File: config.mk
export PLATFORM = sky130hd
export DESIGN_NAME = pair_shift_sequencer
export DESIGN_NICKNAME = d
export VERILOG_FILES = /design/src/rtl/pair_shift_pkg.sv /design/src/rtl/pair_shift_sequencer.sv
export SDC_FILE = /design/constraint.sdc
export NUM_CORES = 1
export LEC_CHECK = 0
export CORE_MARGIN = 3
export CORE_UTILIZATION = 58
export CTS_CLUSTER_DIAMETER = 40
export DETAILED_ROUTE_END_ITERATION = 7
export PLACE_DENSITY = 0.87
export SLEW_MARGIN = 30
export SYNTH_ARGS = -nofsm -noshare
export SYNTH_HDL_FRONTEND = slang
export SYNTH_SLANG_ARGS = --single-unit
File: constraint.sdc
create_clock -name clk -period 4.1 [get_ports clk]
set_input_delay 0.82 -clock clk [delete_from_list [all_inputs] [get_ports clk]]
set_output_delay 0.82 -clock clk [all_outputs]
set_load 0.005 [all_outputs]
File: src/rtl/pair_shift_pkg.sv
// Shared types and constants for the pair shift sequencer.
// Direction encoding matches the shift stage: 0 = left, 1 = right.
package pair_shift_pkg;

  localparam int SLICE_WIDTH = 8;

  localparam logic DIR_LEFT  = 1'b0;
  localparam logic DIR_RIGHT = 1'b1;

  typedef enum logic [2:0] {
    IDLE = 3'd0,
    OP_A = 3'd1,
    OP_B = 3'd2,
    OP_C = 3'd3,
    DONE = 3'd4
  } state_t;

endpackage

File: src/rtl/pair_shift_sequencer.sv
// Performs a 16-bit logical shift of a hi:lo pair using an external 8-bit
// combinational shifter, one slice shift per cycle, with a done pulse.
module pair_shift_sequencer
  import pair_shift_pkg::*;
#(
  parameter int SLICE_W = SLICE_WIDTH,
  parameter int AMT_W   = $clog2(2 * SLICE_W)
) (
  input  logic                   clk,
  input  logic                   reset,
  input  logic                   start,
  input  logic [2*SLICE_W-1:0]   valueIn,
  input  logic [AMT_W-1:0]       amountIn,
  input  logic                   dirIn,
  output logic                   busy,
  output logic                   done,
  output logic [2*SLICE_W-1:0]   valueOut,
  output logic [SLICE_W-1:0]     shOperand,
  output logic [SLICE_W-1:0]     shAmount,
  output logic                   shDirection,
  input  logic [SLICE_W-1:0]     shResult
);

  localparam logic [AMT_W-1:0] SLICE_AMT = AMT_W'(SLICE_W);

  state_t               state_reg, state_next;
  logic [SLICE_W-1:0]   hi_reg, lo_reg;
  logic [AMT_W-1:0]     amount_reg;
  logic                 dir_reg;
  logic [SLICE_W-1:0]   spill_reg, spill_next;
  logic [SLICE_W-1:0]   new_hi_reg, new_hi_next;
  logic [SLICE_W-1:0]   new_lo_reg, new_lo_next;
  logic [2*SLICE_W-1:0] value_reg;

  // Amounts of 8 and above need only one slice shift by n-8 (the low bits).
  logic                 wide_shift;
  logic [AMT_W-1:0]     low_amount;
  logic [AMT_W-1:0]     spill_amount;

  assign wide_shift   = amount_reg[AMT_W-1];
  assign low_amount   = {1'b0, amount_reg[AMT_W-2:0]};
  assign spill_amount = SLICE_AMT - amount_reg;

  always_comb begin
    state_next  = state_reg;
    spill_next  = spill_reg;
    new_hi_next = new_hi_reg;
    new_lo_next = new_lo_reg;
    shOperand   = '0;
    shAmount    = '0;
    shDirection = DIR_LEFT;

    case (state_reg)
      IDLE: begin
        if (start) begin
          if (amountIn == '0) begin
            state_next  = DONE;
            new_hi_next = valueIn[2*SLICE_W-1:SLICE_W];
            new_lo_next = valueIn[SLICE_W-1:0];
          end else begin
            state_next = OP_A;
          end
        end
      end
      OP_A: begin
        shOperand   = (dir_reg == DIR_RIGHT) ? hi_reg : lo_reg;
        shAmount    = SLICE_W'(low_amount);
        shDirection = dir_reg;
        if (wide_shift) begin
          state_next  = DONE;
          new_hi_next = (dir_reg == DIR_RIGHT) ? '0 : shResult;
          new_lo_next = (dir_reg == DIR_RIGHT) ? shResult : '0;
        end else begin
          state_next = OP_B;
          if (dir_reg == DIR_RIGHT) new_hi_next = shResult;
          else                      new_lo_next = shResult;
        end
      end
      OP_B: begin
        // Opposite-direction shift by 8-n recovers the bits crossing the slice boundary.
        shOperand   = (dir_reg == DIR_RIGHT) ? hi_reg : lo_reg;
        shAmount    = SLICE_W'(spill_amount);
        shDirection = ~dir_reg;
        spill_next  = shResult;
        state_next  = OP_C;
      end
      OP_C: begin
        shOperand   = (dir_reg == DIR_RIGHT) ? lo_reg : hi_reg;
        shAmount    = SLICE_W'(amount_reg);
        shDirection = dir_reg;
        if (dir_reg == DIR_RIGHT) new_lo_next = shResult | spill_reg;
        else                      new_hi_next = shResult | spill_reg;
        state_next = DONE;
      end
      DONE: begin
        state_next = IDLE;
      end
      default: begin
        state_next = IDLE;
      end
    endcase
  end

  always_ff @(posedge clk or posedge reset) begin
    if (reset) begin
      state_reg  <= IDLE;
      hi_reg     <= '0;
      lo_reg     <= '0;
      amount_reg <= '0;
      dir_reg    <= DIR_LEFT;
      spill_reg  <= '0;
      new_hi_reg <= '0;
      new_lo_reg <= '0;
      value_reg  <= '0;
    end else begin
      state_reg  <= state_next;
      spill_reg  <= spill_next;
      new_hi_reg <= new_hi_next;
      new_lo_reg <= new_lo_next;
      if (state_reg == IDLE && start) begin
        hi_reg     <= valueIn[2*SLICE_W-1:SLICE_W];
        lo_reg     <= valueIn[SLICE_W-1:0];
        amount_reg <= amountIn;
        dir_reg    <= dirIn;
      end
      if (state_next == DONE && state_reg != DONE) begin
        value_reg <= {new_hi_next, new_lo_next};
      end
    end
  end

  assign busy     = (state_reg != IDLE);
  assign done     = (state_reg == DONE);
  assign valueOut = value_reg;

endmodule
==> flow_summary_export.csv <==
group,metric,value,unit
clock_tree,post_cts_buffers,0,
yosys,synth_cell_types,39,
sta,setup_viol,0,
place,globalplace.congestion,0.815,
final_layout,final_cell_area,4690,um^2
clock_tree,clock_sinks,64,
floorplan,die_y,87.8,um
place,dp_hpwl,6920,um
critical_path,worstSetupPathType,"flop to output pin",
sta,finClkSkew,0.0104,ns
job,maxCapViolCount,0,
place,portBuffers,62,
clock_tree,cts_buffer_depth,2,
sta,hold_viol,0,
floorplan,pin_count,67,
detailed_routing,vias_per_cell,6.48,
power_and_ir_drop,power_density,867,nW/um^2
final_layout,layout.nets,490,
critical_path,r2r-end,"lo_reg[6]",
final_layout,layout_common_cells,"dfrtp_1, nor2_1, clkdlybuf4s50_1",
detailed_routing,dr.first_iter.drc_count,361,
floorplan,start_util,60.5,%
global_routing,overflow,0,
critical_path,start_kind,"flop",
yosys,synthCells,409,
floorplan,rows,29,
sta,tightest_slew,0.838,ns
critical_path,worst_ep_required_time,3.28,ns
floorplan,core,6420,um^2
yosys,yosys_warnings,0,
place,post-place-ws,1.24,ns
sta,finalCriticalPeriod,3.13,ns
final_layout,area_growth,20.8,%
critical_path,end_kind,"output pin",
clock_tree,clk_latency,0.35,ns
global_routing,grt_pass1_wl,16400,um
status,status,"complete, no violations",
detailed_routing,ant_nets,0,
critical_path,crit_end,"shOperand[6]",
sta,finalWorstSetupSlack,0.974,ns
power_and_ir_drop,irDropWorstVdd,0.356,mV
detailed_routing,wl_per_cell,19.2,um
clock_tree,cts_root_buf,"clkbuf_8",
sta,tns,0,ns
final_layout,final_common_cell,"dfrtp_1",
sta,rsz0062_at_grt,"false",
clock_tree,ctsResizeCount,0,
detailed_routing,drt_pre_antenna_iters,5,
detailed_routing,finalWirelength,10300,um
clock_tree,cts_buffers,9,
yosys,synth_seq_area_share,41.2,%
final_layout,largest_register_ffs,16,
clock_tree,clk_pin_slew,0.07,ns
global_routing,grt_pass1_vias,3473,
final_layout,diodes,0,
critical_path,crit_path_start,"state_reg[1]",
yosys,netlist_area,3880,um^2
global_routing,grt_max_degree,45,
sta,finalHoldWorstSlack,0.513,ns
worst_hold_path,min_path_type,"flop to flop",
sta,max_slew_margin,44.0,%
clock_tree,hold_buffers,0,
clock_tree,htreeDepth,3,
critical_path,path_max_fanout,14,
detailed_routing,vias,3494,
floorplan,die_w,87.8,um
yosys,synth_seq_cells,64,
floorplan,die-area,7720,um^2
global_routing,antenna_found_initial,0,
final_layout,fillCellCount,474,
sta,fmax,320,MHz
final_layout,drive_above_1_share,12.8,%
sta,final.period_utilization,76.3,%
clock_tree,cts_tree,"yes",
critical_path,ff2ff_setup_slack,1.67,ns
critical_path,r2r_cells,6,
critical_path,r2r-start,"state_reg[2]",
power_and_ir_drop,leakagePower,0.00194,uW
final_layout,final_core_util,73.1,%
critical_path,crit_arrival,2.31,ns
place,dpl_cell_area,4500,um^2
global_routing,grt_use_total,27.8,%
detailed_routing,route.detailed.drc,0,
yosys,synth_area_per_cell,9.50,um^2
sta,slew_violations,0,
==> per-layer routing <==
layer / track usage (%) / wire, um / part of all wire [%] / vias to the layer above
li1: - / - / - / 1597
met1: 33.7 / 4040 / 39 / 1659
met2: 45.6 / 5070 / 49 / 188
met3: 4.61 / 694 / 6.7 / 50
met4: 18.0 / 517 / 5.0 / 0
met5: 0 / 0 / 0 / -
==> cell type report <==
cell class              instances  area (um^2)  area share [%]
multi-input cells             303         2080            44.4
flip-flops and latches         64         1600            34.2
repair buffers                 71          688            14.7
clock buffers                  12          145            3.09
well taps                      77         96.3            2.05
clock inverters                 4         45.0           0.960
inverters                       8         30.0           0.640
==> worst min-delay path by stage <==
stage,slack (ns),end,cells after the start,start
after detailed placement,0.50,spill_reg[3],1,spill_reg[3]
after global placement,0.49,spill_reg[1],1,spill_reg[1]
after CTS,0.51,spill_reg[3],1,spill_reg[3]
after global routing,0.53,spill_reg[6],1,spill_reg[6]
final,0.51,spill_reg[3],1,spill_reg[3]
after floorplan,0.48,spill_reg[0],1,spill_reg[0]
==> synthesized netlist by cell type, drive strengths merged <==
library cell  instances  area share, %
o32ai                 1           0.71
nand3b                1           0.19
a2bb2oi               1           0.23
a21oi                20            2.6
nor3                  4           0.64
nor4                  2           0.48
a21o                  1           0.19
nand2                21            2.0
conb                  1          0.097
nor2                 65            6.3
or4                   1           0.29
and2                  1           0.16
a22oi                 2           0.39
mux2i                38            9.8
ha                    1           0.32
clkbuf               14            1.4
a31oi                30            4.8
xnor2                 3           0.68
a221o                 1           0.26
a221oi                1           0.23
nor3b                 2           0.39
mux2                 26            7.5
o22a                  8            1.8
a211oi               21            4.1
nor2b                 9            1.4
nand2b               10            1.6
a311oi                8            1.8
and4                 15            3.4
inv                   8           0.77
buf                  23            3.4
o21ai                 6           0.77
dfrtp                64             41
==> logic make-up (layout without fill, tap and decap cells) <==
kind of cell             count (synthesis)  count (layout)  synth area share [%]
AND/OR/NAND/NOR                        131             131                  17.0
AO/OA/AOI/OAI                          100             100                  17.8
multiplexers                            64              64                  17.3
flip-flops                              64              64                  41.2
buffers and inverters                   45              95                  5.54
XOR/XNOR                                 3               3                 0.676
adder cells (fa/ha/maj)                  1               1                 0.322
other                                    1               4                0.0965
==> through the flow <==
| stage | power, uW | cells |
|---|---|---|
| final | 4070 | 539 |
| after global placement | 3370 | 523 |
| after detailed placement | 3500 | 523 |
| after floorplan | 2760 | 412 |
| after CTS | 4040 | 539 |
| after global routing | 4340 | 539 |
==> critical path, stage by stage (launching register included) <==
cell             delay (ns)
dfrtp_1                0.55
xnor2_1                0.66
o22a_1                 0.25
nor2_1                 0.04
clkdlybuf4s50_1        0.47
==> power breakdown <==
part	leakage, uW	total, uW	switching (uW)	internal (uW)
Combinational	0.00110	2230	1140	1090
Sequential	0.000749	1300	341	962
Clock	0.000100	538	244	295
(Power assumes the default switching activity.)
